[src/rtl/tick_scheduler.sv]
// Central timebase: divides the system clock into seconds, adjust-step, scan and blink enables.
// Optional blink generator is built only when TICK_SCHEDULER_BLINK_EN is defined.
module tick_scheduler #(
  parameter int unsigned SEC_DIV   = 100000000,
  parameter int unsigned HOLD_DIV  = 50000000,
  parameter int unsigned REP_DIV   = 12500000,
  parameter int unsigned SCAN_DIV  = 100000,
  parameter int unsigned BLINK_DIV = 50000000
) (
  input  logic clk,
  input  logic reset,
  input  logic run,
  input  logic adj,
  output logic sec_tick,
  output logic step_tick,
  output logic scan_tick,
  output logic blink,
  output logic adjusting
);

  localparam int unsigned SW = $clog2(SEC_DIV);
  localparam int unsigned HW = $clog2(HOLD_DIV);
  localparam int unsigned RW = $clog2(REP_DIV);
  localparam int unsigned CW = $clog2(SCAN_DIV);

  localparam logic [SW-1:0] SecLast  = SW'(SEC_DIV - 1);
  localparam logic [HW-1:0] HoldLast = HW'(HOLD_DIV - 1);
  localparam logic [RW-1:0] RepLast  = RW'(REP_DIV - 1);
  localparam logic [CW-1:0] ScanLast = CW'(SCAN_DIV - 1);

  // Bit 1 of the encoding marks the adjust states and drives adjusting directly.
  localparam logic [1:0] StStop      = 2'b00;
  localparam logic [1:0] StRun       = 2'b01;
  localparam logic [1:0] StAdjFirst  = 2'b10;
  localparam logic [1:0] StAdjRepeat = 2'b11;

  logic [1:0]    state_q, state_d;
  logic          live_q;
  logic          adj_q;
  logic [SW-1:0] sec_cnt_q, sec_cnt_d;
  logic [HW-1:0] hold_cnt_q, hold_cnt_d;
  logic [RW-1:0] rep_cnt_q, rep_cnt_d;
  logic [CW-1:0] scan_cnt_q, scan_cnt_d;
  logic          sec_tick_q, sec_tick_d;
  logic          step_tick_q, step_tick_d;
  logic          scan_tick_q, scan_tick_d;
  logic          rise;
  logic [1:0]    exit_state;

  assign rise       = adj & ~adj_q;
  assign exit_state = run ? StRun : StStop;

  always_comb begin
    state_d     = state_q;
    sec_cnt_d   = sec_cnt_q;
    hold_cnt_d  = hold_cnt_q;
    rep_cnt_d   = rep_cnt_q;
    sec_tick_d  = 1'b0;
    step_tick_d = 1'b0;
    case (state_q)
      StStop: begin
        sec_cnt_d = '0;
        if (rise) begin
          state_d     = StAdjFirst;
          step_tick_d = 1'b1;
          hold_cnt_d  = '0;
        end else if (run) begin
          state_d = StRun;
        end
      end
      StRun: begin
        if (rise) begin
          state_d     = StAdjFirst;
          step_tick_d = 1'b1;
          hold_cnt_d  = '0;
          sec_cnt_d   = '0;
        end else if (!run) begin
          state_d   = StStop;
          sec_cnt_d = '0;
        end else if (sec_cnt_q == SecLast) begin
          sec_cnt_d  = '0;
          sec_tick_d = 1'b1;
        end else begin
          sec_cnt_d = sec_cnt_q + 1'b1;
        end
      end
      StAdjFirst: begin
        sec_cnt_d = '0;
        // Release takes priority over an expiring hold count.
        if (!adj) begin
          state_d = exit_state;
        end else if (hold_cnt_q == HoldLast) begin
          state_d     = StAdjRepeat;
          step_tick_d = 1'b1;
          rep_cnt_d   = '0;
        end else begin
          hold_cnt_d = hold_cnt_q + 1'b1;
        end
      end
      StAdjRepeat: begin
        sec_cnt_d = '0;
        if (!adj) begin
          state_d = exit_state;
        end else if (rep_cnt_q == RepLast) begin
          step_tick_d = 1'b1;
          rep_cnt_d   = '0;
        end else begin
          rep_cnt_d = rep_cnt_q + 1'b1;
        end
      end
      default: begin
        state_d   = StStop;
        sec_cnt_d = '0;
      end
    endcase
  end

  always_comb begin
    scan_tick_d = (scan_cnt_q == ScanLast);
    scan_cnt_d  = scan_tick_d ? '0 : scan_cnt_q + 1'b1;
  end

  // The first edge after reset only loads adj_q, so a button held through reset is not a rise.
  always_ff @(posedge clk or posedge reset) begin
    if (reset) begin
      live_q      <= 1'b0;
      adj_q       <= 1'b0;
      state_q     <= StStop;
      sec_cnt_q   <= '0;
      hold_cnt_q  <= '0;
      rep_cnt_q   <= '0;
      scan_cnt_q  <= '0;
      sec_tick_q  <= 1'b0;
      step_tick_q <= 1'b0;
      scan_tick_q <= 1'b0;
    end else begin
      live_q <= 1'b1;
      adj_q  <= adj;
      if (live_q) begin
        state_q     <= state_d;
        sec_cnt_q   <= sec_cnt_d;
        hold_cnt_q  <= hold_cnt_d;
        rep_cnt_q   <= rep_cnt_d;
        scan_cnt_q  <= scan_cnt_d;
        sec_tick_q  <= sec_tick_d;
        step_tick_q <= step_tick_d;
        scan_tick_q <= scan_tick_d;
      end
    end
  end

  assign sec_tick  = sec_tick_q;
  assign step_tick = step_tick_q;
  assign scan_tick = scan_tick_q;
  assign adjusting = state_q[1];

`ifdef TICK_SCHEDULER_BLINK_EN
  localparam int unsigned BW = $clog2(BLINK_DIV);
  localparam logic [BW-1:0] BlinkLast = BW'(BLINK_DIV - 1);

  logic [BW-1:0] blink_cnt_q;
  logic          blink_q;

  always_ff @(posedge clk or posedge reset) begin
    if (reset) begin
      blink_cnt_q <= '0;
      blink_q     <= 1'b0;
    end else if (live_q) begin
      if (blink_cnt_q == BlinkLast) begin
        blink_cnt_q <= '0;
        blink_q     <= ~blink_q;
      end else begin
        blink_cnt_q <= blink_cnt_q + 1'b1;
      end
    end
  end

  assign blink = blink_q;
`else
  logic unused_blink_div;
  assign unused_blink_div = (BLINK_DIV != 0);
  assign blink            = 1'b0;
`endif

endmodule

[config.mk]
export PLATFORM = sky130hd
export DESIGN_NAME = tick_scheduler
export DESIGN_NICKNAME = d
export VERILOG_FILES = /design/src/rtl/tick_scheduler.sv
export SDC_FILE = /design/constraint.sdc
export NUM_CORES = 1
export LEC_CHECK = 0
export CORE_ASPECT_RATIO = 2
export CORE_MARGIN = 2
export CORE_UTILIZATION = 50
export CTS_CLUSTER_SIZE = 25
export DETAILED_ROUTE_END_ITERATION = 6
export DONT_BUFFER_PORTS = 1
export PLACE_DENSITY_LB_ADDON = 0.12
export SETUP_SLACK_MARGIN = 0.05
export SYNTH_ARGS = -nofsm -noshare
export SYNTH_HDL_FRONTEND = slang
export SYNTH_SLANG_ARGS = --single-unit
export TNS_END_PERCENT = 100
[constraint.sdc]
create_clock -name clk -period 9.7 [get_ports clk]
set_clock_uncertainty 0.05 [all_clocks]
set_input_delay 1.455 -clock clk [delete_from_list [all_inputs] [get_ports clk]]
set_output_delay 1.455 -clock clk [all_outputs]
set_load 0.01 [all_outputs]
# Word level (Yosys, flattened, before mapping)

Index checks and enable logic that the tools add are counted.
W data, S select, Z words.

Add/sub/neg operators: 4
Equal/unequal tests: 16
Muxes and demuxes: 33
Bitwise logic cells: 2
Reductions and logical operators: 8

Operators with widths:

| kind                    | number |
|---|---|
| $mux W24                | 4 |
| $mux W27                | 3 |
| $mux W26                | 3 |
| $pmux W27 S2            | 1 |
| $pmux W26 S2            | 1 |
| $pmux W24 S2            | 1 |
| $add A27 B1 Y27 const B | 1 |
| $eq A27 B27 Y1 const B  | 1 |
| $add A26 B1 Y26 const B | 1 |
| $eq A26 B26 Y1 const B  | 1 |
| $add A24 B1 Y24 const B | 1 |
| $eq A24 B24 Y1 const B  | 1 |
| $add A17 B1 Y17 const B | 1 |
| $eq A17 B17 Y1 const B  | 1 |
| $mux W17                | 1 |
| $reduce_and A5 Y1       | 3 |
| $mux W2                 | 7 |
| $mux W1                 | 10 |
| $ne A2 B2 Y1 const B    | 5 |
| $ne A3 B3 Y1 const B    | 3 |
| $pmux W2 S4             | 1 |
| $eq A2 B2 Y1 const B    | 2 |
| $reduce_bool A2 Y1      | 2 |
| $pmux W1 S3             | 1 |
| 7 further kinds         | 7 |

Register bits after elaboration: 101
Output and inout port bits: 5
Word-level logic and storage cells: 73

# Longest topological paths before layout

Gate-level depths: netlist of the first run.

Depth after elaboration: 5
Mapped depth: 8
Mapped depth without buffers: 6

# Worst setup path before layout of the first run

No wires, ideal clock.

Path type: input to register
Start point: input port adj
End point: register hold_cnt_q[18]
Arrival: 2.773 ns
Required time: 9.572 ns
Slack: 6.799 ns
Stages: 6
Path through: nor3b_1 nor4_1 a21o_1 buf_2 or4_1 a21oi_1

Longest elaborated chain between the ends: 3
Elaborated cells between the ends (all ways): 4
Classes of those cells: eq/ne (2); bitwise (1); reduce/logical (1)

Ends and longest elaborated chain:

| element                         | RTL line | text |
|---|---|---|
| from (decl)                     | 13       | `input logic adj,` |
| $and A1 B1 Y1                   | 50       | `assign rise = adj & ~adj_q;` |
| $ne A2 B1 Y1 (no line)          | --       |  |
| $reduce_and A5 Y1 (no line) (*) | --       |  |
| to (signal assigned)            | 142      | `hold_cnt_q <= hold_cnt_d;` |
| to (decl)                       | 41       | `logic [HW-1:0] hold_cnt_q, hold_cnt_d;` |

Mark *: on every way between the ends. The rest lies on a longest branch, timed or not.
A chain may end at the register's enable or synchronous reset.

# Worst setup path after layout of the first run

Start point: input port adj
End point: register rep_cnt_q[23]

Longest elaborated chain between the ends: 2
Elaborated cells between the ends (all ways): 3
Classes of those cells: eq/ne (2); reduce/logical (1)

Ends and longest elaborated chain:

| element                         | RTL line | text |
|---|---|---|
| $ne A2 B2 Y1 (no line)          | --       |  |
| $reduce_and A5 Y1 (no line) (*) | --       |  |
| to (signal assigned)            | 143      | `rep_cnt_q <= rep_cnt_d;` |
| to (decl)                       | 42       | `logic [RW-1:0] rep_cnt_q, rep_cnt_d;` |

Marked as above.

==> results.ini, run 1 <==
[outcome]
status=complete, no violations

[logic_synthesis]
synthTopCellsByCount=dfrtp_1 (101), nand2_1 (63), nor2_1 (57)
ys_warn_count=0
syn-instance-count=613
yosys_most_used_dff=dfrtp_1
syn_area_per_cell_um2=8.977
ys_seq_area_frac=0.4593
synth.area.top_cells=dfrtp_1 (46%), nand2_1 (4.3%), nand3_1 (4.1%)
synth_cell_types=59
syn_area_mm2=0.005503
synth-edff-count=0
synth_seq_cells=101
yosysTopAreaCell=dfrtp_1
synth_top_area_share=0.4593
yosysMostFrequentCell=dfrtp_1
async_flop_share=1.000
synth_fp_nets=621

[floorplanning]
die_w_um=78.18
top_level_ports=9
initial_utilization=0.5090
core_area_mm2=0.01081
dieArea_mm2=0.01191
rows=54
die_h_um=152.4

[sta]
setup_viol=0
rsz0062_at_grt=false
period_share=0.2953
relSlewSlack=0.3818
final_max_slew_viol_count=0
setup_tns_ns=0
fmax_ghz=0.3491
holdWs_ns=0.4458
finalCriticalPeriod_ns=2.865
tightest_slew_ns=0.9273
hold_violations=0

[routing]
drtIter0Drc=300
dr_total_vias=4599
drc=0
dr.pass1.iters=4
antenna_left=0
vias_per_cell=6.124
wl_mm=12.77
wl_per_cell_um=17.00

[power]
p_per_area_mw_per_mm2=170.4
p_leak_nw=2.311
p_total_w=0.001013
ir_worst_vdd_v=0.0001125

[finish]
antenna_cells=0
finalNonFillerCells=751
area_growth_pct=8.072
fin_nets=614
drive_gt1_frac=0.04910

[clock_tree]
clock_latency_ns=0.35
root_buffer=clkbuf_16
post_cts_buffers=0
cts_hold_buf=0
cts.clk_slew.worst_paths_ns=0.07
cts.path.max_buffers=2
cts.repair.resized=0
cts_tree=done
htreeDepth=3
cts_sinks=101
numCtsBuffers=9

[worst_hold_path]
holdCritPathClass=flip-flop to flip-flop
holdPathStages=1

[placement]
dp_hpwl_mm=9.022
dp_cells=735
portBuffers=0
place.gp.congestion=0.8778

[global_route]
grt_usage=0.2291
grt_overflow=0
grt_pass1_wl_mm=22.21
grt_pass1_vias=4586
antenna_found_initial=0
grt_max_degree=73

[worst_setup_path]
path_class=input port to flip-flop
cp.arrival_ns=3.00
critPathCaptureType=flip-flop
critical_path_required_ns=9.83
ff2ff_path_depth=6
crit_path_start_kind=input port
path_max_fanout=25

[flow_run]
cap_violations=0

-- area by class of cell --
type | instances | area (µm²)
Multi-Input combinational cell | 469 | 2798
Inverter | 20 | 77.57
Sequential cell | 101 | 2527
Clock inverter | 6 | 92.59
Timing Repair Buffer | 5 | 37.54
Fill cell | 1026 | 4863
Tap cell | 140 | 175.2
Clock buffer | 10 | 239.0
-- logic make-up after synthesis --
| kind of cell | count (synthesis) | share of synthesized area |
|---|---|---|
| and+or+nand+nor | 299 | 0.2940 |
| AOI/OAI and AO/OA | 122 | 0.1360 |
| DFF | 101 | 0.4593 |
| buffers and inverters | 43 | 0.03229 |
| xor gates and xnor gates | 37 | 0.05889 |
| muxes | 5 | 0.009095 |
| adders and majority gates | 4 | 0.009095 |
| other | 2 | 0.001365 |
-- critical path: stages --
cell and delay (ns):
nand3_1 0.10, nor4_1 0.34, a21oi_1 0.12, buf_4 0.22, nor2_2 0.64, a21oi_1 0.12
-- report_power, final --
| group | switching, W | leakage [nW] | internal, W |
|---|---|---|---|
| logic | 0.0000834 | 0.790 | 0.0000425 |
| clock network | 0.000167 | 0.156 | 0.000235 |
| registers | 0.0000372 | 1.37 | 0.000448 |
-- sequential cells by signal, summed over array words and instances, names as in the netlist --
name	count
sec_cnt_q	27
hold_cnt_q	26
rep_cnt_q	24
scan_cnt_q	17
state_q	2
adj_q	1
live_q	1
scan_tick	1
sec_tick	1
step_tick	1
-- final timing paths --
path                       slack, ns      startpoint             end
max                             6.84             adj   rep_cnt_q[23]
min                             0.45  hold_cnt_q[25]  hold_cnt_q[25]
max reg2reg                     7.08   hold_cnt_q[0]  hold_cnt_q[14]
min reg2reg                     0.45  hold_cnt_q[25]  hold_cnt_q[25]
max in group asynchronous       7.41           reset   sec_cnt_q[15]
min in group asynchronous       0.91           reset  scan_cnt_q[12]
-- cell usage in the layout, fill, tap and decap left out, types with 6 or more instances in the layout --
| cell | instances |
|---|---|
| inv_1 | 18 |
| or3_1 | 17 |
| nand2_1 | 63 |
| o21ai_0 | 15 |
| nor4_1 | 9 |
| o21ai_1 | 16 |
| nor3_1 | 13 |
| o211ai_1 | 6 |
| nand3_1 | 45 |
| xnor2_1 | 23 |
| a21oi_1 | 40 |
| clkbuf_16 | 9 |
| xor2_1 | 14 |
| o31ai_1 | 22 |
| and3_1 | 14 |
| or4_1 | 24 |
| dfrtp_1 | 101 |
| nor2_1 | 57 |
| nand4_1 | 23 |
-- stage by stage --
step | area (µm²) | util | worst slack (ns)
after global routing | 5947 | 0.5501 | 6.619
after floorplan | 5503 | - | 5.548
after global placement | 5615 | 0.5194 | 6.602
after CTS | 5947 | 0.5501 | 6.850
final | 5947 | 0.5501 | 6.835
after detailed placement | 5615 | 0.5194 | 6.499
-- routing by layer --
layer / GRT usage / share of wire
met1: 0.2726 / 0.41
met3: 0.03081 / 0.022
met5: 0 / 0
met4: 0.09190 / 0.020
met2: 0.4101 / 0.55
(Power assumes the default switching activity.)
==> run 2: changes to the inputs <==
clock period = 2.3 ns   (was 9.7 ns; I/O delays follow)
==> run 2 against run 1 <==
  * Combinational power grew to 5.9 times the previous value
  * Flip-flop and latch count stayed put
  * Sequential power grew to 4.1 times the previous value
  * Critical path depth is 1 higher
  * Clock-buffer cell count is 1 lower
  * Via count is 5.9% higher
  * Setup slack worse by 6.7 ns
  * Global-route usage is 0.060 points higher
  * Clock power grew to 3.9 times the previous value
  * Die area stayed put
  * First-iteration DRC count is 20% higher
  * Cell count is 5.7% higher
  * Critical endpoint is now hold_cnt_q[22]
==> results.ini, run 2 (synthesized netlist as in run 1, its figures left out) <==
[finish]
largest_registers=sec_cnt_q (27), hold_cnt_q (26), rep_cnt_q (24)
drive_gt1_frac=0.1239  ; +0.07475
seqCellArea_mm2=0.002529  ; about the same
mostFrequentLayoutCells=dfrtp_1 (100), nand2_1 (63), nor2_1 (57), nand3_1 (45), buf_4 (40)
final_common_cell=dfrtp_1
multi_input_area_mm2=0.002863  ; +2.3%
n_fill_cell=976  ; -4.9%
area_growth_pct=15.44
antenna_cells=0  ; unchanged
fin_nets=657  ; +7.0%
postLayoutCoreUtil=0.5876  ; +0.03750
top_register=sec_cnt_q
largest_register_ffs=27  ; unchanged
finalNonFillerCells=794  ; +5.7%

[sta]
period_share=0.9512
hold_violations=0  ; unchanged
finalCriticalPeriod_ns=2.188
setup_tns_ns=0  ; unchanged
setup_viol=0  ; unchanged
relSlewSlack=0.6521  ; +0.2702
rsz0062_at_grt=true
final_max_slew_viol_count=0  ; unchanged
fmax_ghz=0.4571
tightest_slew_ns=0.5195  ; -0.4078 ns

[power]
p_total_w=0.004299  ; +320%
ir_worst_vdd_v=0.0005128  ; +360%
p_per_area_mw_per_mm2=676.8  ; +300%
p_leak_nw=2.523  ; +9.2%

[global_route]
grt_usage=0.2297  ; +0.0005995
grt_pass1_wl_mm=22.38  ; +0.74%
antenna_found_initial=0  ; unchanged
grt_overflow=0  ; unchanged
grt_max_degree=49  ; -33%
grt_pass1_vias=4784  ; +4.3%

[worst_setup_path]
critical_path_required_ns=2.53  ; -7.30 ns
crit_path_start_kind=flip-flop
cp.arrival_ns=2.41  ; -0.59 ns
ff2ff_path_depth=7  ; +1
cp-endpoint=hold_cnt_q[22]
path_max_fanout=7  ; -72%
startpoint=hold_cnt_q[0]
r2r_setup_slack_ns=0.11  ; -6.97 ns
cpMaxStageDelayCell=nor4b_1
slowest_delay_ns=0.49  ; -0.15 ns
crit_chain=ha_1 -> nand2_1 -> nor2_1 -> buf_4 -> nand3_1 -> nor4b_1 -> mux2i_1
worstReg2RegStart=hold_cnt_q[0]
rr_endpoint=hold_cnt_q[22]
path_class=flip-flop to flip-flop
critPathCaptureType=flip-flop

[routing]
antenna_left=0  ; unchanged
drtIter0Drc=361  ; +20%
dr.pass1.iters=5  ; +1
drc=0  ; unchanged
dr_total_vias=4870  ; +5.9%
wl_per_cell_um=16.45  ; -3.2%
vias_per_cell=6.134  ; +0.16%
routed-wl-met2_mm=6.864  ; -2.1%
wl_met3_um=401  ; +42%
wl_met1_mm=5.428  ; +4.1%
wl_mm=13.07  ; +2.3%
highest_layer=met4

[placement]
dp_cells=770  ; +4.8%
portBuffers=0  ; unchanged
place.gp.congestion=0.8630  ; -1.7%
dp_hpwl_mm=9.258  ; +2.6%

[clock_tree]
clock_latency_ns=0.35  ; about the same
root_buffer=clkbuf_16
cts.clk_slew.worst_paths_ns=0.07  ; about the same
cts_tree=done
htreeDepth=3  ; unchanged
cts_sinks=101  ; unchanged
numCtsBuffers=9  ; unchanged
cts.path.max_buffers=2  ; unchanged

[floorplanning]
die_h_um=152.4  ; unchanged
initial_utilization=0.5090  ; unchanged
dieArea_mm2=0.01191  ; unchanged
die_w_um=78.18  ; unchanged
rows=54  ; unchanged
core_area_mm2=0.01081  ; unchanged
top_level_ports=9  ; unchanged

[worst_hold_path]
holdCritPathClass=input port to flip-flop
holdPathStages=2  ; +1

[flow_run]
cap_violations=0  ; unchanged

[outcome]
status=complete, no violations

run 2: how the worst min path moves through the flow:
| stage | start | to |
|---|---|---|
| final | adj | state_q[1] |
| after global routing | adj | state_q[1] |
| after global placement | reset | hold_cnt_q[9] |
| after detailed placement | reset | hold_cnt_q[9] |
| after floorplan | adj | adj_q |
| after CTS | adj | state_q[1] |
run 2: layout make-up:
class | instances | share of cell area
clock buffer | 9 | 0.03545
timing repair buffer | 48 | 0.06421
clock inverter | 7 | 0.01162
inverter | 20 | 0.01241
sequential | 101 | 0.3981
tap | 140 | 0.02758
multi-input combinational | 469 | 0.4507
run 2: what timing repair did:
item                       CTS  global route
cloned                       0             2
hold endpoints to repair    15             0
pin swaps                    0             3
hold buffers                 2             0
buffers inserted             0             4
resized for setup            1            16
setup endpoints to repair    1            37
run 2: report_power, final:
group | internal (W) | switching (W)
Sequential | 0.00189 | 0.000123
Clock | 0.000850 | 0.000698
Combinational | 0.000297 | 0.000441
Total | 0.00304 | 0.00126
run 2: layer usage:
| metal | vias to the layer above | GRT usage |
|---|---|---|
| li1 | 2336 | - |
| met1 | 2400 | 0.2819 |
| met2 | 105 | 0.3961 |
| met3 | 29 | 0.03495 |
| met4 | 0 | 0.09858 |
| met5 | - | 0 |
run 2: per-stage QoR:
step                hold WS, ns  instance area, µm²  setup slack (ns)
detailed placement       0.1820                5917           0.06312
finish                   0.1187                6352            0.1123
global route             0.1154                6352           0.01995
CTS                      0.1091                6242            0.1013
floorplan                0.3264                5507            0.2556
global placement         0.1713                5917            0.1194
run 2: critical path, delay by kind of cell, from the launching register on:
family,cells,cell delay (ns)
adder cells (fa/ha/maj),1,0.26
AND/OR/NAND/NOR,4,1.05
multiplexers,1,0.23
flip-flops,1,0.36
buffers and inverters,1,0.17
==> run 3: changes to the inputs <==
CORE_UTILIZATION = 40   (was 50)
clock period = 2.7 ns   (was 2.3 ns; I/O delays follow)
==> run 3 against run 2 <==
  * Wire length is 2.0% higher
  * Clock power is 7% lower
  * Utilization is 13 points lower
  * Worst hold slack worse by 0.082 ns
  * Global-route usage is 3.6 points lower
  * Die area is 24% higher
  * Clock-buffer cell count is 2 higher
  * Flip-flop and latch count stayed put
  * Non-clock buffer count is 26 lower
  * Critical path type unchanged
  * Critical endpoint is now rep_cnt_q[22]
==> results.ini, run 3 (synthesized netlist as in run 1, its figures left out) <==
[outcome]
status=complete, no violations

[sta]
fmax_ghz=0.4264  ; -6.7%
tightest_slew_ns=0.6675  ; +0.1480 ns
holdWs_ns=0.03656  ; -0.08217 ns
rsz0062_at_grt=false
period_share=0.8685  ; -0.08267
setup_viol=0  ; unchanged
finalCriticalPeriod_ns=2.345  ; +0.1573 ns
hold_violations=0  ; unchanged
relSlewSlack=0.5435  ; -0.1085
setup_tns_ns=0  ; unchanged
final_max_slew_viol_count=0  ; unchanged

[routing]
dr_total_vias=4688  ; -3.7%
drtIter0Drc=149  ; -59%
dr.pass1.iters=4  ; -1
drc=0  ; unchanged
antenna_left=0  ; unchanged
wl_mm=13.32  ; +2.0%
vias_per_cell=5.987  ; -2.4%
wl_per_cell_um=17.01  ; +3.4%

[finish]
mostFrequentLayoutCells=dfrtp_1 (101), nand2_1 (63), nor2_1 (57), nand3_1 (45), a21oi_1 (39)
design_area_mm2=0.006116  ; -3.7%
fin_nets=631  ; -4.0%
drive_gt1_frac=0.07484  ; -0.04901
top_register=sec_cnt_q
largest_registers=sec_cnt_q (27), hold_cnt_q (26), rep_cnt_q (24)
largest_register_ffs=27  ; unchanged
final_common_cell=dfrtp_1
finalNonFillerCells=783  ; -1.4%
postLayoutCoreUtil=0.4551  ; -0.1325
antenna_cells=0  ; unchanged
area_growth_pct=11.14

[floorplanning]
rows=60  ; +11%
die_h_um=169.9  ; +11%
core_area_mm2=0.01344  ; +24%
die_w_um=86.94  ; +11%
initial_utilization=0.4095  ; -0.09953
top_level_ports=9  ; unchanged
dieArea_mm2=0.01477  ; +24%

[placement]
dp_cells=766  ; -0.52%
dp_hpwl_mm=9.630  ; +4.0%
portBuffers=0  ; unchanged
placed_area_mm2=0.005768  ; -2.5%
place.gp.congestion=0.8422  ; -2.4%

[worst_setup_path]
critPathCaptureType=flip-flop
path_class=flip-flop to flip-flop
cp.arrival_ns=2.57  ; +0.16 ns
critical_path_required_ns=2.92  ; +0.39 ns
crit_path_start_kind=flip-flop
path_max_fanout=6  ; -1

[clock_tree]
numCtsBuffers=9  ; unchanged
root_buffer=clkbuf_16
htreeDepth=3  ; unchanged
post_cts_buffers=0  ; unchanged
cts.path.max_buffers=2  ; unchanged
clock_latency_ns=0.34  ; about the same
cts_sinks=101  ; unchanged
cts.clk_slew.worst_paths_ns=0.07  ; about the same
cts_tree=done

[global_route]
grt_usage=0.1936  ; -0.03605
grt_overflow=0  ; unchanged
antenna_found_initial=0  ; unchanged
grt_max_degree=55  ; +12%
grt_pass1_vias=4700  ; -1.8%
grt_pass1_wl_mm=22.88  ; +2.3%

[flow_run]
cap_violations=0  ; unchanged

[power]
p_per_area_mw_per_mm2=599.2  ; -11%
p_leak_nw=2.401  ; -4.9%
ir_worst_vdd_v=0.0003028  ; -41%

[worst_hold_path]
holdCritPathClass=input port to flip-flop

[run 3: changes by cell type in the layout (fill, tap and decap cells not counted), sizes merged]
cell | before | now
buf | 46 | 21
clkbuf | 9 | 11
clkinv | 4 | 2
bufinv | 1 | 2
dlygate4sd3 | 2 | 1
inv | 20 | 19
[run 3: report_power, final]
| group | switching [W] | leakage (nW) | internal [W] |
|---|---|---|---|
| clock network | 0.000573 | 0.162 | 0.000865 |
| registers | 0.000126 | 1.37 | 0.00161 |
| logic | 0.000317 | 0.873 | 0.000173 |
| total | 0.00102 | 2.40 | 0.00265 |
[run 3: worst max-delay path, cell delays in order (launching register included)]
cell and delay (ns):
dfrtp_1 0.42, ha_1 0.29, and4_1 0.37, nand4_1 0.19, or2_1 0.32, or4_1 0.49
a21oi_1 0.15
[run 3: path summary, 6_finish.rpt]
kind / start / endpoint / slack [ns] / cells past startpoint
worst max-delay path: rep_cnt_q[0] / rep_cnt_q[22] / 0.36 / 6
min in group asynchronous: reset / hold_cnt_q[24] / 0.40 / 2
worst min-delay path: adj / adj_q / 0.04 / 0
max in group asynchronous: reset / sec_cnt_q[20] / 1.42 / 3
worst min register to register: scan_cnt_q[6] / scan_cnt_q[6] / 0.45 / 1
worst max register to register: rep_cnt_q[0] / rep_cnt_q[22] / 0.36 / 6
[run 3: cell type report]
type / instances / area (µm²)
Timing Repair Buffer: 22 / 180.2
Tap cell: 155 / 193.9
Fill cell: 1317 / 7322
Multi-Input combinational cell: 469 / 2801
Clock buffer: 11 / 252.7
Sequential cell: 101 / 2527
Inverter: 20 / 78.83
Clock inverter: 5 / 81.33
[run 3: timing repair]
item | CTS | global route
endpoints found under the setup margin | 0 | 2
endpoints found under the hold margin | 5 | 0
gates resized for setup | 0 | 1
hold buffers | 1 | 0
[run 3: per-stage QoR]
stage                     setup WS [ns]  total power (W)
final                            0.3550         0.003665
after global routing             0.1575         0.003859
after CTS                        0.2596         0.003726
after detailed placement         0.2700         0.002259
after global placement           0.3215         0.002230
after floorplan                  0.6556         0.002100
[run 3: per-layer routing]
metal,up-vias,routed length (µm),global-route usage
met5,-,0,0
met3,30,339,0.03152
met4,0,426,0.08492
met1,2318,5364,0.2243
met2,62,7192,0.3428
li1,2278,-,-
